$ cat src/rtl/mannix_arb_pkg.sv
// Shared types and constants for the mannix read-client arbiter.
package mannix_arb_pkg;

    typedef enum logic {
        ARB_FIXED = 1'b0,
        ARB_RR    = 1'b1
    } arb_mode_e;

    // Canonical client slots of the accelerator read farm
    localparam int unsigned CL_FCC     = 0;
    localparam int unsigned CL_ACTIV   = 1;
    localparam int unsigned CL_POOL    = 2;
    localparam int unsigned CL_CNN_PIC = 3;
    localparam int unsigned CL_CNN_WGT = 4;

    // Width of a client index; never below one bit
    function automatic int unsigned cl_idx_width(input int unsigned num_clients);
        return (num_clients > 1) ? $clog2(num_clients) : 1;
    endfunction

endpackage

$ cat src/rtl/mannix_tag_fifo.sv
// Synchronous FIFO of client indices that tracks in-flight read requests in issue order.
module mannix_tag_fifo #(
    parameter int unsigned DEPTH = 8,
    parameter int unsigned WIDTH = 3
) (
    input  logic                     clk,
    input  logic                     rst,
    input  logic                     push,
    input  logic [WIDTH-1:0]         push_data,
    input  logic                     pop,
    output logic [WIDTH-1:0]         head,
    output logic                     full,
    output logic                     empty,
    output logic [$clog2(DEPTH):0]   count
);

    localparam int unsigned PtrW = $clog2(DEPTH);
    localparam int unsigned CntW = PtrW + 1;

    logic [WIDTH-1:0] mem_q [DEPTH];
    logic [PtrW-1:0]  wr_ptr_q;
    logic [PtrW-1:0]  rd_ptr_q;
    logic [CntW-1:0]  cnt_q;
    logic             do_push;
    logic             do_pop;

    assign full    = (cnt_q == CntW'(DEPTH));
    assign empty   = (cnt_q == '0);
    assign do_push = push && !full;
    assign do_pop  = pop && !empty;
    assign head    = mem_q[rd_ptr_q];
    assign count   = cnt_q;

    // Storage write; contents need no reset because occupancy gates every read
    always_ff @(posedge clk) begin
        if (do_push) begin
            mem_q[wr_ptr_q] <= push_data;
        end
    end

    // Pointer and occupancy update
    always_ff @(posedge clk) begin
        if (rst) begin
            wr_ptr_q <= '0;
            rd_ptr_q <= '0;
            cnt_q    <= '0;
        end else begin
            if (do_push) begin
                wr_ptr_q <= wr_ptr_q + PtrW'(1);
            end
            if (do_pop) begin
                rd_ptr_q <= rd_ptr_q + PtrW'(1);
            end
            if (do_push && !do_pop) begin
                cnt_q <= cnt_q + CntW'(1);
            end else if (do_pop && !do_push) begin
                cnt_q <= cnt_q - CntW'(1);
            end
        end
    end

endmodule

$ cat src/rtl/mannix_client_arbiter.sv
// N-client read-request arbiter onto a single DDR read port, with in-order response routing.
// Optional build macro MANNIX_ARB_AGING_EN adds per-client wait counters that force a grant
// once a client has waited AGE_LIMIT cycles.
module mannix_client_arbiter
    import mannix_arb_pkg::*;
#(
    parameter int unsigned NUM_CLIENTS     = 5,
    parameter int unsigned ADDR_WIDTH      = 32,
    parameter int unsigned DATA_WIDTH      = 32,
    parameter int unsigned MAX_OUTSTANDING = 8,
    parameter int unsigned AGE_LIMIT       = 64
) (
    input  logic                                clk,
    input  logic                                rst,
    input  logic                                cfg_mode,
    input  logic [$clog2(NUM_CLIENTS)-1:0]      cfg_prio_top,
    input  logic [NUM_CLIENTS-1:0]              cl_req_valid,
    input  logic [NUM_CLIENTS*ADDR_WIDTH-1:0]   cl_req_addr,
    output logic [NUM_CLIENTS-1:0]              cl_req_ready,
    output logic [NUM_CLIENTS-1:0]              cl_rsp_valid,
    output logic [DATA_WIDTH-1:0]               cl_rsp_data,
    output logic                                ddr_req_valid,
    output logic [ADDR_WIDTH-1:0]               ddr_req_addr,
    input  logic                                ddr_req_ready,
    input  logic                                ddr_rsp_valid,
    input  logic [DATA_WIDTH-1:0]               ddr_rsp_data,
    output logic [$clog2(MAX_OUTSTANDING):0]    outstanding_cnt,
    output logic                                busy,
    output logic                                err_unexp_rsp
);

    localparam int unsigned IdxW = cl_idx_width(NUM_CLIENTS);

    logic                   fifo_full;
    logic                   fifo_empty;
    logic [IdxW-1:0]        fifo_head;
    logic                   load_ok;
    logic                   grant;
    logic                   pop;
    logic                   win_found;
    logic [IdxW-1:0]        win_idx;
    logic [NUM_CLIENTS-1:0] win_oh;
    logic [ADDR_WIDTH-1:0]  win_addr;
    logic [NUM_CLIENTS-1:0] head_oh;
    logic [IdxW-1:0]        rr_ptr_q;

    logic                   req_valid_q;
    logic [ADDR_WIDTH-1:0]  req_addr_q;
    logic [NUM_CLIENTS-1:0] rsp_valid_q;
    logic [DATA_WIDTH-1:0]  rsp_data_q;
    logic                   err_q;

    // The output register may take a new request when it is empty or draining this cycle,
    // and only while a tag slot is free.
    assign load_ok = (!req_valid_q || ddr_req_ready) && !fifo_full;
    assign grant   = load_ok && win_found && !rst;
    assign pop     = ddr_rsp_valid && !fifo_empty;

`ifdef MANNIX_ARB_AGING_EN
    localparam int unsigned AgeW = $clog2(AGE_LIMIT + 1);

    logic [AgeW-1:0] age_q [NUM_CLIENTS];
    logic            age_win_found;
    logic [IdxW-1:0] age_win_idx;

    // Wait counters: count while refused, clear on grant, saturate at the limit
    always_ff @(posedge clk) begin
        for (int unsigned j = 0; j < NUM_CLIENTS; j++) begin
            if (rst) begin
                age_q[j] <= '0;
            end else if (cl_req_ready[j]) begin
                age_q[j] <= '0;
            end else if (cl_req_valid[j] && (age_q[j] != AgeW'(AGE_LIMIT))) begin
                age_q[j] <= age_q[j] + AgeW'(1);
            end
        end
    end

    // Lowest-index aged requester
    always_comb begin
        age_win_found = 1'b0;
        age_win_idx   = '0;
        for (int unsigned j = 0; j < NUM_CLIENTS; j++) begin
            if (!age_win_found && cl_req_valid[j] && (age_q[j] == AgeW'(AGE_LIMIT))) begin
                age_win_found = 1'b1;
                age_win_idx   = IdxW'(j);
            end
        end
    end
`else
    logic unused_age_limit;
    assign unused_age_limit = ^AGE_LIMIT;
`endif

    // Winner search: cyclic scan from the priority top (fixed) or the pointer (round robin)
    always_comb begin
        int unsigned start;
        int unsigned idx;
        win_found = 1'b0;
        win_idx   = '0;
        start     = (arb_mode_e'(cfg_mode) == ARB_RR) ? 32'(rr_ptr_q) : 32'(cfg_prio_top);
        // Out-of-range start values fold back into the client range
        if (start >= NUM_CLIENTS) begin
            start = start - NUM_CLIENTS;
        end
        for (int unsigned i = 0; i < NUM_CLIENTS; i++) begin
            idx = start + i;
            if (idx >= NUM_CLIENTS) begin
                idx = idx - NUM_CLIENTS;
            end
            if (!win_found && cl_req_valid[IdxW'(idx)]) begin
                win_found = 1'b1;
                win_idx   = IdxW'(idx);
            end
        end
`ifdef MANNIX_ARB_AGING_EN
        if (age_win_found) begin
            win_found = 1'b1;
            win_idx   = age_win_idx;
        end
`endif
    end

    // Decode winner to one-hot and select its address slice
    always_comb begin
        win_oh   = '0;
        win_addr = '0;
        for (int unsigned j = 0; j < NUM_CLIENTS; j++) begin
            if (win_idx == IdxW'(j)) begin
                win_oh[j] = 1'b1;
                win_addr  = cl_req_addr[j*ADDR_WIDTH +: ADDR_WIDTH];
            end
        end
    end

    // Decode FIFO head tag to the response strobe
    always_comb begin
        head_oh = '0;
        for (int unsigned j = 0; j < NUM_CLIENTS; j++) begin
            if (fifo_head == IdxW'(j)) begin
                head_oh[j] = 1'b1;
            end
        end
    end

    assign cl_req_ready = grant ? win_oh : '0;

    // Downstream request register: load on grant, hold until accepted
    always_ff @(posedge clk) begin
        if (rst) begin
            req_valid_q <= 1'b0;
            req_addr_q  <= '0;
        end else if (grant) begin
            req_valid_q <= 1'b1;
            req_addr_q  <= win_addr;
        end else if (ddr_req_ready) begin
            req_valid_q <= 1'b0;
        end
    end

    // Round-robin pointer advances past each winner while in round-robin mode
    always_ff @(posedge clk) begin
        if (rst) begin
            rr_ptr_q <= '0;
        end else if (grant && (arb_mode_e'(cfg_mode) == ARB_RR)) begin
            if (win_idx == IdxW'(NUM_CLIENTS - 1)) begin
                rr_ptr_q <= '0;
            end else begin
                rr_ptr_q <= win_idx + IdxW'(1);
            end
        end
    end

    // Response routing and sticky unexpected-response flag
    always_ff @(posedge clk) begin
        if (rst) begin
            rsp_valid_q <= '0;
            rsp_data_q  <= '0;
            err_q       <= 1'b0;
        end else begin
            rsp_valid_q <= '0;
            if (pop) begin
                rsp_valid_q <= head_oh;
                rsp_data_q  <= ddr_rsp_data;
            end
            if (ddr_rsp_valid && fifo_empty) begin
                err_q <= 1'b1;
            end
        end
    end

    mannix_tag_fifo #(
        .DEPTH (MAX_OUTSTANDING),
        .WIDTH (IdxW)
    ) u_tag_fifo (
        .clk       (clk),
        .rst       (rst),
        .push      (grant),
        .push_data (win_idx),
        .pop       (pop),
        .head      (fifo_head),
        .full      (fifo_full),
        .empty     (fifo_empty),
        .count     (outstanding_cnt)
    );

    assign ddr_req_valid = req_valid_q;
    assign ddr_req_addr  = req_addr_q;
    assign cl_rsp_valid  = rsp_valid_q;
    assign cl_rsp_data   = rsp_data_q;
    assign err_unexp_rsp = err_q;
    assign busy          = (outstanding_cnt != '0) || req_valid_q;

endmodule

$ cat config.mk
export PLATFORM = sky130hd
export DESIGN_NAME = mannix_client_arbiter
export DESIGN_NICKNAME = d
export VERILOG_FILES = /design/src/rtl/mannix_arb_pkg.sv /design/src/rtl/mannix_tag_fifo.sv /design/src/rtl/mannix_client_arbiter.sv
export SDC_FILE = /design/constraint.sdc
export NUM_CORES = 1
export LEC_CHECK = 0
export BUFFER_PORTS_ARGS = -buffer_cell sky130_fd_sc_hd__buf_2
export CAP_MARGIN = 5
export CORE_MARGIN = 5
export CORE_UTILIZATION = 54
export DETAILED_ROUTE_END_ITERATION = 16
export PLACE_DENSITY_LB_ADDON = 0.08
export SETUP_SLACK_MARGIN = 0.1
export SLEW_MARGIN = 10
export SYNTH_ARGS = -nofsm -noshare
export SYNTH_HDL_FRONTEND = slang
export SYNTH_SLANG_ARGS = --single-unit
$ cat constraint.sdc
create_clock -name clk -period 26.3 [get_ports clk]
set_input_delay 5.26 -clock clk [delete_from_list [all_inputs] [get_ports clk]]
set_output_delay 5.26 -clock clk [all_outputs]
set_load 0.01 [all_outputs]
==> out/metrics.yaml <==
period_share_pct: 69.5
crit_type: "in2out"
hold-path-endpoint: "cl_rsp_data[9]"
via_per_inst: 5.57
setup_tns_ps: 0
clkTransAtPathRegs_ps: 70
drtIter0Drc: 408
routed-via-count: 7025
async_flop_share_pct: 0
grt_pass1_vias: 6862
critical_path_arrival_ps: 13010
post_cts_buffers: 0
antenna_found_initial: 1
synth-edff-count: 24
dr.pass1.iters: 5
synth_area_um2: 7310
dieArea_um2: 16000
hold_buffers: 0
slew_viol_final: 0
ant_nets: 0
crit_required_ps: 21040
synth_nets: 1079
cts_resized: 0
grt_usage_pct: 25.1
cts.sinks: 111
max_cap_viol_count: 0
crit_path_max_fanout: 66
max_freq_mhz: 54.7
grt_pass1_wl_mm: 33.4
drive_gt1_share_pct: 35.1
setup_violations: 0
hold_path_depth: 2
start_kind: "input pin"
r2r_end: "ddr_req_addr[20]"
nNetsFinal: 1326
ys_types: 90
rsz0062_at_grt: "false"
gp_congestion: 0.933
reg2reg_from: "rr_ptr_q[0]"
syn_inst: 833
hold_start: "cl_rsp_data[9]"
cts_max_level: 3
ctsRootBufferMaster: "clkbuf_16"
cts_made_buffers: 9
hp-class: "reg2reg"
start_util_pct: 55.2
die_h_um: 126
die_w_um: 126
slew_headroom_pct: 43.2
rrSetupSlack_ps: 17770
run_status: "complete, no violations"
synth-main-ff-cell: "dfxtp_1"
grt_max_degree: 85
seq_area_frac_synth_pct: 33.7
floorplan.rows: 42
synth-seq-cells: 111
pin_count: 286
drc: 0
r2r_cells: 30
worst_slew_pin_slew_ps: 852
cts_tree: "built"
worst_setup_path_end_kind: "output port"
syn_avg_cell_area_um2: 8.78
port_buffers: 285
clock_latency_ps: 350
layout_min_cycle_time_ps: 18270
area_delta_synth_final_pct: 24.4
dpl.hpwl_mm: 16.0
final_hold_viol_count: 0
grt.overflow.total: 0
cts_buffer_depth: 2
skew_ps: 12.0
core_area_um2: 13200
wl_mm: 21.0
wl_per_cell_um: 16.7
yosys_warnings: 0
logic make-up (layout without fill, tap and decap cells):
group                    count (synthesis)  count (layout)  synth area share, %
AO/OA/AOI/OAI                          249             249                 25.8
XOR/XNOR                                11              11                 1.51
adder cells (fa/ha/maj)                 41              41                 7.12
buffers and inverters                  114             366                 6.83
flip-flops                             111             111                 33.7
multiplexers                            29              29                 5.84
other                                    0               1                    0
AND/OR/NAND/NOR                        278             278                 19.2
cell usage after synthesis, types with 4 or more instances:
library cell | n | area [µm²]
dfxtp_1 | 87 | 1740
nor2_1 | 83 | 312
xnor2_1 | 8 | 70.1
o221ai_2 | 30 | 450
nand3_1 | 6 | 30.0
o211ai_1 | 4 | 30.0
a211oi_1 | 5 | 37.5
buf_6 | 6 | 67.6
mux4_2 | 8 | 180
a21o_1 | 6 | 45.0
o21ai_0 | 12 | 60.1
nor3_1 | 5 | 25.0
a21boi_0 | 4 | 30.0
nor2b_1 | 7 | 43.8
mux2i_1 | 12 | 120
nor3b_1 | 4 | 30.0
edfxtp_1 | 24 | 721
nand2b_1 | 9 | 56.3
or3_1 | 6 | 37.5
inv_1 | 53 | 199
ha_1 | 40 | 500
a22oi_1 | 32 | 240
buf_2 | 5 | 25.0
a211o_1 | 4 | 35.0
clkbuf_1 | 40 | 150
nand2_1 | 95 | 357
and2_1 | 6 | 37.5
a21oi_1 | 108 | 541
nand3b_1 | 33 | 248
mux2_2 | 4 | 45.0
nor4b_1 | 4 | 35.0
per-stage QoR:
step / std cells / setup WS, ps / hold WS, ps / instance area [µm²] / utilization (%)
finish: 1262 / 8030 / 453 / 9090 / 68.7
global route: 1262 / 7500 / 472 / 9090 / 68.7
CTS: 1261 / 8050 / 454 / 9090 / 68.6
detailed placement: 1245 / 8110 / 444 / 8750 / 66.1
global placement: 1245 / 8260 / 439 / 8750 / 66.1
floorplan: 833 / 9530 / 450 / 7310 / -
registers in the layout, summed over array words and instances, names as in the netlist, named ones only:
name / count
cl_rsp_valid: 5
u_tag_fifo.mem_q: 24
u_tag_fifo.wr_ptr_q: 3
rr_ptr_q: 3
cl_rsp_data: 32
u_tag_fifo.count: 4
ddr_req_valid: 1
ddr_req_addr: 32
err_unexp_rsp: 1
u_tag_fifo.rd_ptr_q: 3
metal layers:
layer | global-route usage, % | up-vias | share of wire [%]
met4 | 9.97 | 0 | 3.2
li1 | - | 3505 | -
met1 | 30.4 | 3188 | 40
met2 | 43.7 | 281 | 50
met5 | 0 | - | 0
met3 | 5.13 | 51 | 6.9
cells in the final DEF, fill, tap and decap left out, types with 12 or more instances in the layout:
cell type	instances
ha_1	38
nand2_1	95
a22oi_1	32
dfxtp_1	87
o21ai_0	12
edfxtp_1	24
buf_2	285
o221ai_2	30
mux2i_1	12
nor2_1	83
inv_1	53
a21oi_1	108
nand3b_1	33
worst max-delay path by stage:
stage,start,to,slack (ps)
final,cfg_mode,cl_req_ready[3],8030
after CTS,cfg_mode,cl_req_ready[3],8050
after global placement,cfg_mode,cl_req_ready[3],8260
after global routing,cfg_mode,cl_req_ready[3],7500
after floorplan,cfg_mode,cl_req_ready[3],9530
after detailed placement,cfg_mode,cl_req_ready[3],8110
critical path, stage by stage:
cell	delay, ps
buf_2	160
mux2i_2	710
ha_1	270
inv_1	40
ha_1	320
a211o_1	300
nand2_1	430
inv_1	270
ha_1	370
nand2b_1	220
ha_1	180
or4b_1	450
or4_1	460
nor4_2	420
o22ai_2	250
mux2_4	360
nand4bb_1	190
nand3_1	230
o21ai_0	140
a32oi_1	660
ha_1	270
ha_2	160
buf_4	480
and2_1	220
buf_2	130
area by class of cell:
type                            count  area [µm²]
Multi-Input combinational cell    608        4370
Tap cell                          176         220
Sequential cell                   111        2460
Clock buffer                        9         225
Timing Repair Buffer              293        1490
Inverter                           57         216
Antenna cell                        1        2.50
Fill cell                        1133        4150
Clock inverter                      7         113
Power is left out: the tool's default activity adds up to more than one toggle a clock period on the data nets, which glitch-free logic cannot reach.
